### src/rtl/wr_axi_burst_master.sv
// AXI4 write-burst master: turns the write buffer's level burst request into one
// serialised AW / W / B transaction, popping the show-ahead FIFO once per accepted beat.
module wr_axi_burst_master #(
    parameter int AXI_ADDR_WIDTH = 28,
    parameter int LEN_WIDTH      = 9,
    parameter int DATA_WIDTH     = 256
) (
    input  logic                      ddr_clk,
    input  logic                      ddr_rstn,
    input  logic                      ddr_wreq,
    input  logic [AXI_ADDR_WIDTH-1:0] ddr_waddr,
    input  logic [LEN_WIDTH-1:0]      ddr_wr_len,
    input  logic [DATA_WIDTH-1:0]     ddr_wdata,
    output logic                      ddr_wdata_req,
    output logic                      ddr_wdone,
    output logic [AXI_ADDR_WIDTH-1:0] axi_awaddr,
    output logic [7:0]                axi_awlen,
    output logic                      axi_awvalid,
    input  logic                      axi_awready,
    output logic [DATA_WIDTH-1:0]     axi_wdata,
    output logic [DATA_WIDTH/8-1:0]   axi_wstrb,
    output logic                      axi_wlast,
    output logic                      axi_wvalid,
    input  logic                      axi_wready,
    input  logic [1:0]                axi_bresp,
    input  logic                      axi_bvalid,
    output logic                      axi_bready,
    output logic                      wr_err
);

    typedef enum logic [1:0] {S_IDLE, S_AW, S_W, S_B} state_t;

    state_t                    state, state_nxt;
    logic [AXI_ADDR_WIDTH-1:0] awaddr_nxt;
    logic [7:0]                awlen_nxt;
    logic [8:0]                beat_cnt, beat_cnt_nxt;
    logic                      awvalid_nxt, wvalid_nxt, wlast_nxt, bready_nxt;
    logic                      wdone_nxt, wr_err_nxt;
    logic                      beat_acc;

    // The FIFO is show-ahead, so the head word goes straight onto the bus.
    assign beat_acc      = axi_wvalid & axi_wready;
    assign ddr_wdata_req = beat_acc;
    assign axi_wdata     = ddr_wdata;
    assign axi_wstrb     = '1;

    always_ff @(posedge ddr_clk or negedge ddr_rstn) begin
        if (!ddr_rstn) begin
            state       <= S_IDLE;
            axi_awaddr  <= '0;
            axi_awlen   <= '0;
            beat_cnt    <= '0;
            axi_awvalid <= 1'b0;
            axi_wvalid  <= 1'b0;
            axi_wlast   <= 1'b0;
            axi_bready  <= 1'b0;
            ddr_wdone   <= 1'b0;
            wr_err      <= 1'b0;
        end else begin
            state       <= state_nxt;
            axi_awaddr  <= awaddr_nxt;
            axi_awlen   <= awlen_nxt;
            beat_cnt    <= beat_cnt_nxt;
            axi_awvalid <= awvalid_nxt;
            axi_wvalid  <= wvalid_nxt;
            axi_wlast   <= wlast_nxt;
            axi_bready  <= bready_nxt;
            ddr_wdone   <= wdone_nxt;
            wr_err      <= wr_err_nxt;
        end
    end

    always_comb begin
        state_nxt    = state;
        awaddr_nxt   = axi_awaddr;
        awlen_nxt    = axi_awlen;
        beat_cnt_nxt = beat_cnt;
        awvalid_nxt  = axi_awvalid;
        wvalid_nxt   = axi_wvalid;
        wlast_nxt    = axi_wlast;
        bready_nxt   = axi_bready;
        wdone_nxt    = 1'b0;
        wr_err_nxt   = wr_err;

        case (state)
            S_IDLE: begin
                // The wdone cycle is skipped so the buffer can advance its address first.
                if (ddr_wreq && !ddr_wdone) begin
                    if (ddr_wr_len == '0) begin
                        wr_err_nxt = 1'b1;
                    end else begin
                        awaddr_nxt  = ddr_waddr;
                        awlen_nxt   = 8'(ddr_wr_len - LEN_WIDTH'(1));
                        awvalid_nxt = 1'b1;
                        state_nxt   = S_AW;
                    end
                end
            end
            S_AW: begin
                if (axi_awready) begin
                    awvalid_nxt  = 1'b0;
                    wvalid_nxt   = 1'b1;
                    beat_cnt_nxt = '0;
                    wlast_nxt    = (axi_awlen == 8'd0);
                    state_nxt    = S_W;
                end
            end
            S_W: begin
                if (beat_acc) begin
                    if (axi_wlast) begin
                        wvalid_nxt = 1'b0;
                        wlast_nxt  = 1'b0;
                        bready_nxt = 1'b1;
                        state_nxt  = S_B;
                    end else begin
                        beat_cnt_nxt = beat_cnt + 9'd1;
                        wlast_nxt    = ((beat_cnt + 9'd1) == {1'b0, axi_awlen});
                    end
                end
            end
            S_B: begin
                if (axi_bvalid) begin
                    bready_nxt = 1'b0;
                    wdone_nxt  = 1'b1;
                    state_nxt  = S_IDLE;
                    if (axi_bresp != 2'b00) begin
                        wr_err_nxt = 1'b1;
                    end
                end
            end
            default: state_nxt = S_IDLE;
        endcase
    end

endmodule

### config.mk
export PLATFORM = sky130hd
export DESIGN_NAME = wr_axi_burst_master
export DESIGN_NICKNAME = d
export VERILOG_FILES = /design/src/rtl/wr_axi_burst_master.sv
export SDC_FILE = /design/constraint.sdc
export NUM_CORES = 1
export LEC_CHECK = 0
export BUFFER_PORTS_ARGS = -buffer_cell sky130_fd_sc_hd__buf_2
export CAP_MARGIN = 15
export CORE_AREA = 2 2 249 251
export DETAILED_ROUTE_END_ITERATION = 10
export DIE_AREA = 0 0 251 253
export PLACE_DENSITY = 0.31
export SLEW_MARGIN = 20
export SYNTH_ARGS = -nofsm -noshare
export SYNTH_HDL_FRONTEND = slang
export SYNTH_SLANG_ARGS = --single-unit
### constraint.sdc
create_clock -name ddr_clk -period 2.95 [get_ports ddr_clk]
set_input_delay 0.4425 -clock ddr_clk [delete_from_list [all_inputs] [get_ports ddr_clk]]
set_output_delay 0.4425 -clock ddr_clk [all_outputs]
set_load 0.005 [all_outputs]
==> qor.yml <==
outcome: "complete, no violations"
synth_area_mm2: 0.004821
ys_types: 48
async_flop_share_pct: 100.0
p_sw_uw: 1165
pre_cts_ws_ps: 557.0
grt_usage_pct: 4.899
max-cap-violations: 0
netlist_instances: 530
grt_overflow: 0
ff2ff_setup_slack_ps: 790
period_needed_ps: 2160
cts_tree: "yes"
grt_pass1_wl_um: 21620
antenna_found_initial: 0
initial_core_util_pct: 7.899
arrival_ps: 2370
numPortBuffers: 87
cts.sinks: 53
grt_setup_unrepaired: "false"
avgSynthCellArea_um2: 9.096
grt_pass1_vias: 2712
ant_nets: 0
drtIter0Drc: 97
peakVddDrop_v: 0.0002606
finalSetupViolCount: 0
clock.fmax_mhz: 463.0
finalCritPeriodShare_pct: 73.21
die_area_mm2: 0.06350
n_antenna_cell: 0
hpwlAfterDp_um: 13730
worst_pin_slew_ps: 726.8
p_total_uw: 3239
hold_class: "in2async"
wl_um: 16430
worst-path-max-fanout: 13
setup-tns-final_ps: 0
yosys.area.top_type_share_pct: 45.63
clkPwrFrac_pct: 22.9
wire_per_inst_um: 14.26
finalHoldViolCount: 0
pwr-share-seq_pct: 38.9
criticalPathCategory: "reg2reg"
fin_worst_skew_ps: 12.24
ctsResizeCount: 0
insertion_delay_ps: 310
synth_seq_cells: 53
maxSlewViolCount: 0
gr-usage-met1_pct: 4.050
core_mm2: 0.06103
synthTopCellsByArea: "buf_4 46%, dfrtp_1 28%, mux2_2 6.3%"
start_kind: "flip-flop"
synth.most_common_cell: "buf_4"
grt_max_degree: 45
seq_area_frac_synth_pct: 27.51
required_ps: 3160
viasPerCell: 2.315
power_density_mw_per_mm2: 741.8
clock_path_buffers: 2
drive_above_1_share_pct: 35.91
cts_buffers: 5
p_leak_uw: 0.001730
dr.pass1.iters: 6
drcViolationCount: 0
cp-end-kind: "flip-flop"
gp_congestion: 0.6551
top_level_ports: 632
area_growth_pct: -9.421
die-width_um: 251
worstRegToRegCells: 5
ys_top_cells_by_count: "293 x buf_4, 53 x dfrtp_1, 27 x mux2_2, 26 x o21ai_0, 21 x nand2_1"
via_count: 2667
nNetsFinal: 670
multi_input_area_mm2: 0.001351
cts_setup_buffers: 0
fin_ws_ps: 790.2
fp-row-count: 91
combPwrFrac_pct: 38.2
p_int_uw: 2074
synth_warnings: 0
ys.flop_type: "dfrtp_1"
clkTransAtPathRegs_ps: 80
r2r_start: "state[0]$_DFFE_PN0P_"
regArea_mm2: 0.001326
synth_top_area_cell: "buf_4"
hold_buffers: 0
relSlewSlack_pct: 51.55
p_sw_share_pct: 35.98
grt_use_met2_pct: 6.973
die_h_um: 253
grt.busiest_layer: "met2"
synth-edff-count: 0
grt_use_met3_pct: 4.307
fillers: 7186
cts_max_level: 2
r2r_end: "beat_cnt[6]$_DFFE_PN0P_"
root_buffer: "clkbuf_16"
[cell families (layout without fill, tap and decap cells)]
group	Yosys count	count (layout)	synth area share, %
flops	53	53	27.51
other cells	1	32	0.07779
buf+inv	308	109	46.87
simple gates	65	65	7.190
compound gates	50	50	6.541
xor+xnor	14	14	2.544
mux	31	31	7.189
fa+ha+maj	8	8	2.076
[flip-flops by register name, indices dropped and copies added, names as in the netlist]
register / count
axi_bready: 1
axi_awvalid: 1
axi_awaddr: 28
wr_err: 1
beat_cnt: 9
ddr_wdone: 1
axi_wlast: 1
axi_awlen: 8
state: 2
axi_wvalid: 1
[cell usage in the layout, fill, tap and decap left out, drive strengths merged, types with 2 or more instances in the layout]
master and count:
a21oi 2, nor4 3, o21ai 28, buf 89, ha 8, xor2 6, a21o 2, xnor2 8
a22o 2, nor2b 4, nand2 22, mux2 29, o31ai 5, mux2i 2, nor2 12, dfrtp 53
o41ai 2, nor3 4, clkbuf 6, inv 13, conb 32, nand2b 2, nand3 7, and3 3
[worst max-delay path, stage by stage (launching register included)]
cell and delay [ps]:
dfrtp_1 400, inv_1 120, ha_1 400, and2b_1 200
or3b_1 550, o41ai_1 380
[metrics by stage]
| stage | cells | hold slack (ps) | utilization (%) | cell area [um2] |
|---|---|---|---|---|
| 6_report | 1152 | 174.5 | 7.155 | 4367 |
| 4_1_cts | 1152 | 205.9 | 7.155 | 4367 |
| 3_3_place_gp | 1144 | 445.4 | 6.860 | 4187 |
| 5_1_grt | 1152 | 223.6 | 7.155 | 4367 |
| 2_1_floorplan | 561 | 146.9 | - | 4937 |
| 3_5_place_dp | 1144 | 448.0 | 6.860 | 4187 |
[power by group through the flow]
| stage | sequential [uW] | combinational (uW) | clock [uW] |
|---|---|---|---|
| 6_report | 1260 | 1240 | 741 |
| 5_1_grt | 1320 | 1400 | 808 |
| 3_5_place_dp | 1280 | 1280 | 0 |
| 2_1_floorplan | 1250 | 1020 | 0 |
| 4_1_cts | 1270 | 1290 | 783 |
| 3_3_place_gp | 1280 | 1280 | 0 |
[how the worst max path moves through the flow]
stage / startpoint / to / slack [ps] / cells after the start
finish: state[0]$_DFFE_PN0P_ / beat_cnt[6]$_DFFE_PN0P_ / 790 / 5
global route: state[0]$_DFFE_PN0P_ / beat_cnt[5]$_DFFE_PN0P_ / 590 / 7
CTS: state[0]$_DFFE_PN0P_ / beat_cnt[6]$_DFFE_PN0P_ / 750 / 5
detailed placement: ddr_wr_len[0] / axi_awaddr[23]$_DFFE_PN0P_ / 560 / 8
global placement: ddr_wr_len[0] / axi_awaddr[25]$_DFFE_PN0P_ / 600 / 8
floorplan: ddr_wr_len[0] / axi_awaddr[10]$_DFFE_PN0P_ / 1060 / 7
[area by class of cell]
class	instances	share of cell area (%)
multi-input combinational	200	30.95
sequential	53	30.37
clock buffer	6	3.181
tap	790	22.64
inverter	12	1.032
timing repair buffer	89	10.89
clock inverter	2	0.9456
[layer usage]
layer  share of wire (%)  vias to the layer above
met5                0.68                        -
met4                 8.1                        4
met3                  20                      129
met2                  42                      310
met1                  29                     1162
li1                    -                     1062
(Power assumes the default switching activity.)
